[src/rtl/cpu_ctrl_pkg.sv]
// Shared definitions for the hardwired control unit of the single-bus CPU:
// opcode values, ALU operation codes, IR field positions, the sequencer state
// encoding and the instruction classes produced by the opcode decoder.
// No ports (package).
package cpu_ctrl_pkg;

    // Opcodes, IR[31:27]
    localparam logic [4:0] OPC_LD   = 5'b00000;
    localparam logic [4:0] OPC_LDI  = 5'b00001;
    localparam logic [4:0] OPC_ST   = 5'b00010;
    localparam logic [4:0] OPC_ADD  = 5'b00011;
    localparam logic [4:0] OPC_SUB  = 5'b00100;
    localparam logic [4:0] OPC_AND  = 5'b00101;
    localparam logic [4:0] OPC_OR   = 5'b00110;
    localparam logic [4:0] OPC_SHR  = 5'b00111;
    localparam logic [4:0] OPC_SHL  = 5'b01000;
    localparam logic [4:0] OPC_ADDI = 5'b01100;
    localparam logic [4:0] OPC_ANDI = 5'b01101;
    localparam logic [4:0] OPC_ORI  = 5'b01110;
    localparam logic [4:0] OPC_BR   = 5'b10010;
    localparam logic [4:0] OPC_JR   = 5'b10011;
    localparam logic [4:0] OPC_NOP  = 5'b11010;
    localparam logic [4:0] OPC_HALT = 5'b11011;

    // ALU operation codes driven on 'operation'
    localparam logic [4:0] ALU_NONE = 5'b00000;
    localparam logic [4:0] ALU_ADD  = 5'b00011;
    localparam logic [4:0] ALU_AND  = 5'b00101;
    localparam logic [4:0] ALU_OR   = 5'b00110;

    // IR field positions
    localparam int IR_OPC_HI = 31;
    localparam int IR_OPC_LO = 27;
    localparam int IR_RA_HI  = 26;
    localparam int IR_RA_LO  = 23;
    localparam int IR_RB_HI  = 22;
    localparam int IR_RB_LO  = 19;
    localparam int IR_RC_HI  = 18;
    localparam int IR_RC_LO  = 15;

    typedef enum logic [3:0] {
        RESET_ST = 4'd0,
        T0       = 4'd1,
        T1       = 4'd2,
        T2       = 4'd3,
        T3       = 4'd4,
        T4       = 4'd5,
        T5       = 4'd6,
        T6       = 4'd7,
        T7       = 4'd8,
        HALT     = 4'd9
    } state_e;

    typedef enum logic [3:0] {
        CLS_ALU  = 4'd0,
        CLS_IMM  = 4'd1,
        CLS_LD   = 4'd2,
        CLS_LDI  = 4'd3,
        CLS_ST   = 4'd4,
        CLS_BR   = 4'd5,
        CLS_JR   = 4'd6,
        CLS_NOP  = 4'd7,
        CLS_HALT = 4'd8
    } instr_class_e;

    // Classes whose write-back happens in T5 and which therefore end there.
    function automatic logic ends_at_t5(input instr_class_e cls);
        return (cls == CLS_ALU) || (cls == CLS_IMM) || (cls == CLS_LDI);
    endfunction

endpackage

[src/rtl/ctrl_decode.sv]
// Combinational opcode decoder: maps IR[31:27] to an instruction class and the
// ALU operation the class uses. Undefined opcodes decode as NOP.
// Ports: opcode (in, 5) ; instr_class (out, class enum) ; alu_op (out, 5).
module ctrl_decode
    import cpu_ctrl_pkg::*;
(
    input  logic [4:0]   opcode,
    output instr_class_e instr_class,
    output logic [4:0]   alu_op
);

    // Opcode to class / ALU code lookup
    always_comb begin
        instr_class = CLS_NOP;
        alu_op      = ALU_NONE;
        case (opcode)
            OPC_ADD, OPC_SUB, OPC_AND, OPC_OR, OPC_SHR, OPC_SHL: begin
                instr_class = CLS_ALU;
                alu_op      = opcode;
            end
            OPC_ADDI: begin instr_class = CLS_IMM;  alu_op = ALU_ADD; end
            OPC_ANDI: begin instr_class = CLS_IMM;  alu_op = ALU_AND; end
            OPC_ORI:  begin instr_class = CLS_IMM;  alu_op = ALU_OR;  end
            OPC_LDI:  begin instr_class = CLS_LDI;  alu_op = ALU_ADD; end
            OPC_LD:   begin instr_class = CLS_LD;   alu_op = ALU_ADD; end
            OPC_ST:   begin instr_class = CLS_ST;   alu_op = ALU_ADD; end
            // Branch target is PC + C, so the branch also adds.
            OPC_BR:   begin instr_class = CLS_BR;   alu_op = ALU_ADD; end
            OPC_JR:   begin instr_class = CLS_JR;   alu_op = ALU_NONE; end
            OPC_HALT: begin instr_class = CLS_HALT; alu_op = ALU_NONE; end
            default:  begin instr_class = CLS_NOP;  alu_op = ALU_NONE; end
        endcase
    end

endmodule

[src/rtl/control_unit.sv]
// Hardwired Moore sequencer for the single-bus CPU datapath. Runs fetch
// (T0-T2), decodes IR[31:27] in T3 and issues the per-state bus, register,
// ALU, memory and CON-FF strobes. Outputs decode the state register (plus
// CON_out in branch T6).
// Ports: Clock, Reset (sync, active-high), Stop, Mem_ready, IR[31:0], CON_out
// in; PCout Zlowout MDRout Cout BAout Rout MARin MDRin IRin Yin Zin PCin Rin
// Gra Grb Grc IncPC Read Write CON_in operation[4:0] Run out.
// Option: CTRL_MEM_WAIT_EN makes T1, ld T6 and st T7 hold until Mem_ready=1.
module control_unit
    import cpu_ctrl_pkg::*;
(
    input  logic        Clock,
    input  logic        Reset,
    input  logic        Stop,
    input  logic        Mem_ready,
    input  logic [31:0] IR,
    input  logic        CON_out,
    output logic        PCout,
    output logic        Zlowout,
    output logic        MDRout,
    output logic        Cout,
    output logic        BAout,
    output logic        Rout,
    output logic        MARin,
    output logic        MDRin,
    output logic        IRin,
    output logic        Yin,
    output logic        Zin,
    output logic        PCin,
    output logic        Rin,
    output logic        Gra,
    output logic        Grb,
    output logic        Grc,
    output logic        IncPC,
    output logic        Read,
    output logic        Write,
    output logic        CON_in,
    output logic [4:0]  operation,
    output logic        Run
);

    state_e       state_r;
    state_e       next_state_s;
    state_e       end_state_s;
    instr_class_e instr_class_s;
    logic [4:0]   alu_op_s;
    logic         mem_hold_s;
    logic         unused_ir_s;

    ctrl_decode u_decode (
        .opcode      (IR[IR_OPC_HI:IR_OPC_LO]),
        .instr_class (instr_class_s),
        .alu_op      (alu_op_s)
    );

    // Register fields are decoded by the datapath through Gra/Grb/Grc.
    assign unused_ir_s = ^IR[IR_RA_HI:0];

`ifdef CTRL_MEM_WAIT_EN
    assign mem_hold_s = ~Mem_ready;
`else
    logic unused_mem_ready_s;
    assign mem_hold_s         = 1'b0;
    assign unused_mem_ready_s = Mem_ready;
`endif

    // Stop is only honoured on the edge that leaves an instruction's last state.
    assign end_state_s = Stop ? HALT : T0;

    // State register; reset wins over every transition
    always_ff @(posedge Clock) begin
        if (Reset) begin
            state_r <= RESET_ST;
        end else begin
            state_r <= next_state_s;
        end
    end

    // Next-state selection
    always_comb begin
        next_state_s = state_r;
        case (state_r)
            RESET_ST: next_state_s = T0;
            T0:       next_state_s = T1;
            T1:       next_state_s = mem_hold_s ? T1 : T2;
            T2:       next_state_s = T3;
            T3: begin
                case (instr_class_s)
                    CLS_JR, CLS_NOP: next_state_s = end_state_s;
                    CLS_HALT:        next_state_s = HALT;
                    default:         next_state_s = T4;
                endcase
            end
            T4:       next_state_s = T5;
            T5:       next_state_s = ends_at_t5(instr_class_s) ? end_state_s : T6;
            T6: begin
                if (instr_class_s == CLS_LD && mem_hold_s) begin
                    next_state_s = T6;
                end else if (instr_class_s == CLS_BR) begin
                    next_state_s = end_state_s;
                end else begin
                    next_state_s = T7;
                end
            end
            T7:       next_state_s = (instr_class_s == CLS_ST && mem_hold_s) ? T7 : end_state_s;
            HALT:     next_state_s = HALT;
            default:  next_state_s = RESET_ST;
        endcase
    end

    // Output decode of the current state
    always_comb begin
        PCout = 1'b0; Zlowout = 1'b0; MDRout = 1'b0; Cout = 1'b0; BAout = 1'b0;
        Rout = 1'b0; MARin = 1'b0; MDRin = 1'b0; IRin = 1'b0; Yin = 1'b0;
        Zin = 1'b0; PCin = 1'b0; Rin = 1'b0; Gra = 1'b0; Grb = 1'b0; Grc = 1'b0;
        IncPC = 1'b0; Read = 1'b0; Write = 1'b0; CON_in = 1'b0;
        operation = ALU_NONE;
        Run = 1'b1;
        case (state_r)
            T0: begin PCout = 1'b1; MARin = 1'b1; IncPC = 1'b1; Zin = 1'b1; end
            T1: begin Zlowout = 1'b1; PCin = 1'b1; Read = 1'b1; MDRin = 1'b1; end
            T2: begin MDRout = 1'b1; IRin = 1'b1; end
            T3: begin
                case (instr_class_s)
                    CLS_ALU, CLS_IMM:        begin Grb = 1'b1; Rout = 1'b1; Yin = 1'b1; end
                    CLS_LD, CLS_LDI, CLS_ST: begin Grb = 1'b1; BAout = 1'b1; Yin = 1'b1; end
                    CLS_BR:  begin Gra = 1'b1; Rout = 1'b1; CON_in = 1'b1; end
                    CLS_JR:  begin Gra = 1'b1; Rout = 1'b1; PCin = 1'b1; end
                    default: begin Gra = 1'b0; end
                endcase
            end
            T4: begin
                case (instr_class_s)
                    CLS_ALU: begin Grc = 1'b1; Rout = 1'b1; Zin = 1'b1; operation = alu_op_s; end
                    CLS_IMM, CLS_LD, CLS_LDI, CLS_ST: begin
                        Cout = 1'b1; Zin = 1'b1; operation = alu_op_s;
                    end
                    CLS_BR:  begin PCout = 1'b1; Yin = 1'b1; end
                    default: begin Zin = 1'b0; end
                endcase
            end
            T5: begin
                case (instr_class_s)
                    CLS_ALU, CLS_IMM, CLS_LDI: begin Zlowout = 1'b1; Gra = 1'b1; Rin = 1'b1; end
                    CLS_LD, CLS_ST: begin Zlowout = 1'b1; MARin = 1'b1; end
                    CLS_BR:  begin Cout = 1'b1; Zin = 1'b1; operation = alu_op_s; end
                    default: begin Zin = 1'b0; end
                endcase
            end
            T6: begin
                case (instr_class_s)
                    CLS_LD: begin Read = 1'b1; MDRin = 1'b1; end
                    CLS_ST: begin Gra = 1'b1; Rout = 1'b1; MDRin = 1'b1; end
                    CLS_BR: begin
                        // Branch taken only when the CON-FF loaded in T3 is set.
                        if (CON_out) begin
                            Zlowout = 1'b1; PCin = 1'b1;
                        end else begin
                            Zlowout = 1'b0; PCin = 1'b0;
                        end
                    end
                    default: begin Read = 1'b0; end
                endcase
            end
            T7: begin
                case (instr_class_s)
                    CLS_LD:  begin MDRout = 1'b1; Gra = 1'b1; Rin = 1'b1; end
                    CLS_ST:  begin Write = 1'b1; end
                    default: begin Write = 1'b0; end
                endcase
            end
            default: Run = 1'b0;
        endcase
    end

endmodule

[config.mk]
export PLATFORM = sky130hd
export DESIGN_NAME = control_unit
export DESIGN_NICKNAME = d
export VERILOG_FILES = /design/src/rtl/cpu_ctrl_pkg.sv /design/src/rtl/ctrl_decode.sv /design/src/rtl/control_unit.sv
export SDC_FILE = /design/constraint.sdc
export NUM_CORES = 1
export LEC_CHECK = 0
export CAP_MARGIN = 20
export CORE_ASPECT_RATIO = 0.8
export CORE_MARGIN = 2
export CORE_UTILIZATION = 35
export CTS_BUF_LIST = sky130_fd_sc_hd__clkbuf_8
export DETAILED_ROUTE_END_ITERATION = 12
export GPL_TIMING_DRIVEN = 0
export PLACE_DENSITY = 0.82
export SLEW_MARGIN = 0
export SYNTH_ARGS = -nofsm -noshare
export SYNTH_HDL_FRONTEND = slang
export SYNTH_SLANG_ARGS = --single-unit
[constraint.sdc]
create_clock -name Clock -period 2.2 [get_ports Clock]
set_clock_uncertainty 0.05 [all_clocks]
set_input_delay 0.44 -clock Clock [delete_from_list [all_inputs] [get_ports Clock]]
set_output_delay 0.44 -clock Clock [all_outputs]
set_load 0.05 [all_outputs]
* After elaboration in Yosys (flattened, before gate mapping)
Cells that the tools add are included.
** Cells by class
- Equal/unequal tests :: 31
- Muxes and demuxes :: 45
- Reduce and logical (&&, ||, !) cells :: 17
** Operators by type and width (count)
- one-hot mux 4 bit (10 select lines) :: 1
- equality test 4 x 3 -> 1 bit (second input constant) :: 8
- one-hot mux 4 bit (8 select lines) :: 1
- two-way mux 1 bit :: 22
- equality test 5 x 3 -> 1 bit (second input constant) :: 4
- equality test 5 x 4 -> 1 bit (second input constant) :: 4
- one-hot mux 5 bit (4 select lines) :: 1
- equality test 4 x 2 -> 1 bit (second input constant) :: 4
- one-hot mux 1 bit (2 select lines) :: 8
- equality test 5 bit (second input constant) :: 3
- equality test 4 bit (second input constant) :: 3
- two-way mux 4 bit :: 3
- one-hot mux 1 bit (3 select lines) :: 4
- equality test 5 x 2 -> 1 bit (second input constant) :: 2
- two-way mux 5 bit :: 2
- one-hot mux 5 bit (2 select lines) :: 1
- OR reduction 5 bit :: 2
- OR reduction 3 bit :: 3
- equality test 4 x 1 -> 1 bit (second input constant) :: 2
- zero test 4 bit :: 2
- one-hot mux 4 bit (2 select lines) :: 1
- OR reduction 4 bit :: 2
- OR reduction 8 bit :: 1
- OR reduction 2 bit :: 3
- other kinds (5) :: 6
** Storage, ports and cells
- Register bits after elaboration :: 4
- Input port bits :: 37
- Output and inout port bits :: 26
- Logic and storage cells :: 94

* Logic depth before layout (Yosys ltp)
Gate-level depths: netlist of run 1.
- Depth after elaboration :: 8
- Depth in mapped cells :: 6
- Mapped depth without buffers :: 4

* Cells and area by module
From an unflattened synthesis of run 1, not the netlist that was laid out.
** Second synthesis, totals
- Cell total of the unflattened synthesis :: 163
- Area, all modules :: 1079.8 um^2
** Modules (own cells, without submodules)
- control_unit :: times used 1, cells each 123, area an instance 782.0 um^2
- ctrl_decode :: times used 1, cells each 40, area an instance 297.8 um^2

* Least setup slack after synthesis of run 1
No wires, ideal clock.
- Path kind :: input -> output
- Start :: in IR[30]
- End :: out Rout
- Arrival :: 2.894 ns
- Required time :: 1.710 ns
- Setup slack :: -1.184 ns
- Cell stages on the path :: 4
- Buffers on the path :: 1
- Path through :: clkbuf_1 -> nor3b_1 -> nor3_1 -> o311ai_0
** On the way
- Longest elaborated chain between the ends :: 7
** Ends and longest elaborated chain
- start: declaration :: line control_unit.sv:16 : input logic [31:0] IR,
- equality test 5 x 2 -> 1 bit, or another cell as far along :: line ctrl_decode.sv:16 : case (opcode)
- OR reduction 6 bit / OR reduction 3 bit (equally long branches)
- one-hot mux 4 bit (8 select lines) (*) :: line ctrl_decode.sv:16
- equality test 4 x 1 -> 1 bit, or another cell as far along :: line control_unit.sv:124 : case (instr_class_s)
- OR reduction 4 bit (no source line)
- two-way mux 1 bit :: line control_unit.sv:124
- one-hot mux 1 bit (3 select lines) (*) :: line control_unit.sv:119 : case (state_r)
- end: declaration :: line control_unit.sv:23 : output logic Rout,
Mark *: on every way between the ends. The rest lies on a longest branch, timed or not.

* Final worst setup path of run 1
- Start :: in IR[28]
- End :: out operation[2]
** On the way
- Longest elaborated chain between the ends :: 7
** Ends and longest elaborated chain
- equality test 5 x 2 -> 1 bit, or another cell as far along :: line ctrl_decode.sv:16
- OR reduction 6 bit / OR reduction 3 bit (equally long branches)
- one-hot mux 4 bit (8 select lines) :: line ctrl_decode.sv:16
- equality test 4 x 1 -> 1 bit, or another cell as far along :: line control_unit.sv:133 : case (instr_class_s)
- OR reduction 5 bit (no source line)
- two-way mux 5 bit :: line control_unit.sv:133
- one-hot mux 5 bit (2 select lines) (*) :: line control_unit.sv:119
- end: declaration :: line control_unit.sv:38 : output logic [4:0] operation,
Marked as above.

==> results.py, run 1 <==
metrics = {
    "outcome": {
        "status": "complete, but fails checks",
        "violations": "negative setup slack",
    },
    "logic_synthesis": {
        "synthMuxAreaShare_pct": 1.32,
        "synth_flop_cell": "dfxtp_1",
        "ys_seq_elements": 4,
        "synthCells": 137,
        "synth-compound-area-share_pct": 33.1,
        "syn_area_sq_um": 851,
        "synth_top_family_by_area": "simple AND/OR/NAND/NOR gates",
        "syn_area_per_cell_sq_um": 6.21,
        "yosys_warnings": 0,
        "synthAdderAreaFrac_pct": 0,
        "yosys.area_share.xor_xnor_pct": 1.03,
        "ys_types": 46,
        "synth_fp_nets": 174,
        "synth_edf_count": 0,
        "synthArstFlopShare_pct": 0,
        "ys_seq_area_share_pct": 9.41,
        "synthSimpleGateAreaFrac_pct": 46.6,
    },
    "setup_path": {
        "endpoint_kind": "output port",
        "r2r_start": "state_r[3]",
        "critPathMaxStageDelay_ns": 0.45,
        "required_ns": 1.71,
        "path_class": "in -> out",
        "cp_max_fo": 4,
        "path_cells": "buf_8 -> and2b_1 -> a221o_1 -> o32a_4 -> nor4b_4 -> buf_6",
        "crit_family": "compound AO/OA/AOI/OAI gates",
        "rrSetupSlack_ns": 0.75,
        "crit_arrival_ns": 1.95,
        "r2r_cells": 4,
        "crit_buf_inv": 2,
        "cpMaxStageDelayCell": "a221o_1",
        "r2r_end": "state_r[3]",
        "setup.worst_path.start_class": "input port",
    },
    "clocking": {
        "cts_sinks": 4,
        "cts_max_level": 1,
        "clockBufferDepth": 2,
        "cts_tree": "built",
        "hold_buffers": 0,
        "clk_latency_ns": 0.22,
        "clkSlewWorstSetupHoldPaths_ns": 0.03,
        "cts-root-buf": "clkbuf_8",
        "cts_buffers": 3,
    },
    "floorplan": {
        "initial_core_util_pct": 38.1,
        "core_region_area_sq_um": 2230,
        "die_h_um": 48.1,
        "ios": 63,
        "fp.dieW_um": 59.1,
        "fp-row-count": 15,
        "fp.dieArea_sq_um": 2840,
    },
    "min_path": {
        "hold_path_class": "reg -> reg",
        "hp-start": "state_r[2]",
        "hold_path_depth": 2,
        "min_to": "state_r[0]",
    },
    "timing": {
        "slew_violations": 0,
        "setup_tns_ns": -1.59,
        "setup_ws_ns": -0.242,
        "rsz0062_at_grt": "true",
        "hold_viol_final": 0,
        "fin_crit_ns": 2.44,
        "setup_viol": 11,
        "fin_crit_sh_pct": 111,
        "fmax_ghz": 0.410,
    },
    "layout": {
        "largest_reg_flops": 4,
        "diodes": 0,
        "area_growth_pct": 104,
        "reg_top3": "state_r: 4 flops",
        "fin_cells": 213,
        "layout-drive-gt1-share_pct": 57.4,
        "largest_register": "state_r",
        "fill_cells": 151,
        "nets": 227,
        "final_design_area_no_fill_sq_um": 1740,
    },
    "detailed_routing": {
        "routed_wirelength_mm": 3.77,
        "wl_met3_um": 372,
        "met2_length_mm": 1.79,
        "m1WireLength_mm": 1.47,
        "top_layer": "met4",
        "dr.pass1.iters": 4,
        "routedWlPerCell_um": 17.7,
        "drc": 0,
        "vias": 1321,
        "via_per_inst": 6.20,
        "drt_first_iter_violations": 79,
        "ant_nets": 0,
    },
    "placement": {
        "placed_cells": 194,
        "dp_hpwl_mm": 2.40,
        "dpl_cell_area_sq_um": 1400,
        "port-buffer-count": 32,
        "gp_congestion": 0.900,
    },
    "global_route": {
        "antenna_found_initial": 0,
        "grt_pass1_vias": 1199,
        "grt_overflow": 0,
        "grt_max_degree": 11,
        "gr-usage-all-layers_pct": 27.1,
        "grt_first_pass_wirelength_mm": 5.74,
    },
    "flow_run": {
        "maxCapViolCount": 0,
    },
    "pwr": {
        "power_leakage_nw": 0.718,
        "powerDensity_nw_per_um2": 345,
        "vdd_drop_max_mv": 0.400,
    },
}
-- worst register-to-register path, delay by kind of cell, from the launching register on --
kind	cells	cell delay, ns
compound gates	2	0.41
buf+inv	1	0.19
flops	1	0.32
simple gates	1	0.42
-- layout by cell type, fill, tap and decap left out, drive strengths merged, types with 2 or more instances in the layout --
cell type,Yosys,layout
nand2b,10,10
a21oi,9,9
clkbuf,11,11
nand2,11,11
clkdlybuf4s50,0,3
a211oi,2,2
o22ai,2,2
nor3,11,11
a31oi,2,2
and3,2,2
nor2,16,16
a21boi,2,2
inv,4,4
or2,4,4
o31ai,2,2
nor4b,2,2
o32a,2,2
dfxtp,4,4
nor2b,7,7
buf,2,45
o21ai,3,3
clkdlybuf4s15,0,4
o211ai,2,2
nand3,6,6
-- power breakdown --
group,switching [mW],internal [mW],total [mW],leakage [nW]
Combinational,0.219,0.143,0.362,0.663
Sequential,0.00781,0.0776,0.0854,0.0333
Clock,0.0366,0.116,0.153,0.0216
-- metal layers --
layer  vias to the layer above  global-route usage [%]
met4                         0                    14.1
met3                        18                    3.18
met1                       612                    35.6
met2                        89                    44.9
li1                        602                       -
met5                         -                       0
-- cells by family (layout without fill, tap and decap cells) --
logic type | after synthesis | in the layout
flip-flops | 4 | 4
buffers and inverters | 17 | 68
AO/OA/AOI/OAI | 38 | 38
XOR/XNOR | 1 | 1
AND/OR/NAND/NOR | 75 | 75
multiplexers | 1 | 1
other | 1 | 1
-- per-stage QoR --
step / utilization, % / power (mW) / setup slack (ns) / hold WS (ns)
CTS: 72.5 / 0.573 / -0.310 / 0.586
detailed placement: 62.9 / 0.388 / -1.41 / 0.582
floorplan: - / 0.304 / -0.268 / 0.504
global route: 77.8 / 0.630 / -0.254 / 0.609
global placement: 62.9 / 0.383 / -1.39 / 0.569
finish: 77.8 / 0.600 / -0.242 / 0.574
-- Yosys cell counts, types with 2 or more instances --
| cell | n | area (sq um) |
|---|---|---|
| a211oi_1 | 2 | 15.0 |
| o22ai_1 | 2 | 12.5 |
| dfxtp_1 | 4 | 80.1 |
| nor2b_1 | 7 | 43.8 |
| nor3_1 | 11 | 55.1 |
| o31ai_1 | 2 | 15.0 |
| a31oi_1 | 2 | 12.5 |
| o21ai_0 | 3 | 15.0 |
| clkbuf_1 | 11 | 41.3 |
| nand3_1 | 6 | 30.0 |
| or2_2 | 4 | 25.0 |
| nor2_1 | 16 | 60.1 |
| a21boi_0 | 2 | 15.0 |
| a21oi_1 | 9 | 45.0 |
| nand2_1 | 11 | 41.3 |
| inv_1 | 4 | 15.0 |
| nand2b_1 | 10 | 62.6 |
| and3_1 | 2 | 12.5 |
| o211ai_1 | 2 | 15.0 |
-- layout make-up --
type | count | area, sq um | area share, %
Buffer | 11 | 130 | 7.49
Clock buffer | 3 | 41.3 | 2.38
Inverter | 4 | 15.0 | 0.864
Multi-Input combinational cell | 116 | 966 | 55.6
Sequential cell | 4 | 81.3 | 4.68
Tap cell | 25 | 31.3 | 1.80
Timing Repair Buffer | 50 | 473 | 27.2
-- how the worst max path moves through the flow --
stage / to / from / slack [ns] / depth (start not counted)
2_1_floorplan: operation[2] / IR[29] / -0.27 / 4
3_3_place_gp: operation[2] / IR[27] / -1.39 / 6
3_5_place_dp: operation[2] / IR[27] / -1.41 / 6
4_1_cts: operation[2] / IR[28] / -0.31 / 6
5_1_grt: operation[0] / IR[29] / -0.25 / 7
6_report: operation[2] / IR[28] / -0.24 / 6
-- repair_timing --
item,4_1_cts,5_1_grt
pin swaps,12,7
setup endpoints to repair,25,24
setup buffers,14,5
resized for setup,177,40
Note: power is estimated with default switching activity, not from simulation.
==> run 2: changes to the inputs <==
--- a/config.mk
+++ b/config.mk
@@ -5,6 +5,7 @@
 export SDC_FILE = /design/constraint.sdc
 export NUM_CORES = 1
 export LEC_CHECK = 0
+export ABC_CLOCK_PERIOD_IN_PS = 2200
 export CAP_MARGIN = 20
 export CORE_ASPECT_RATIO = 0.8
 export CORE_MARGIN = 2
==> results of run 2 <==
Final layout, timing and power as in run 1 (identical DEF).
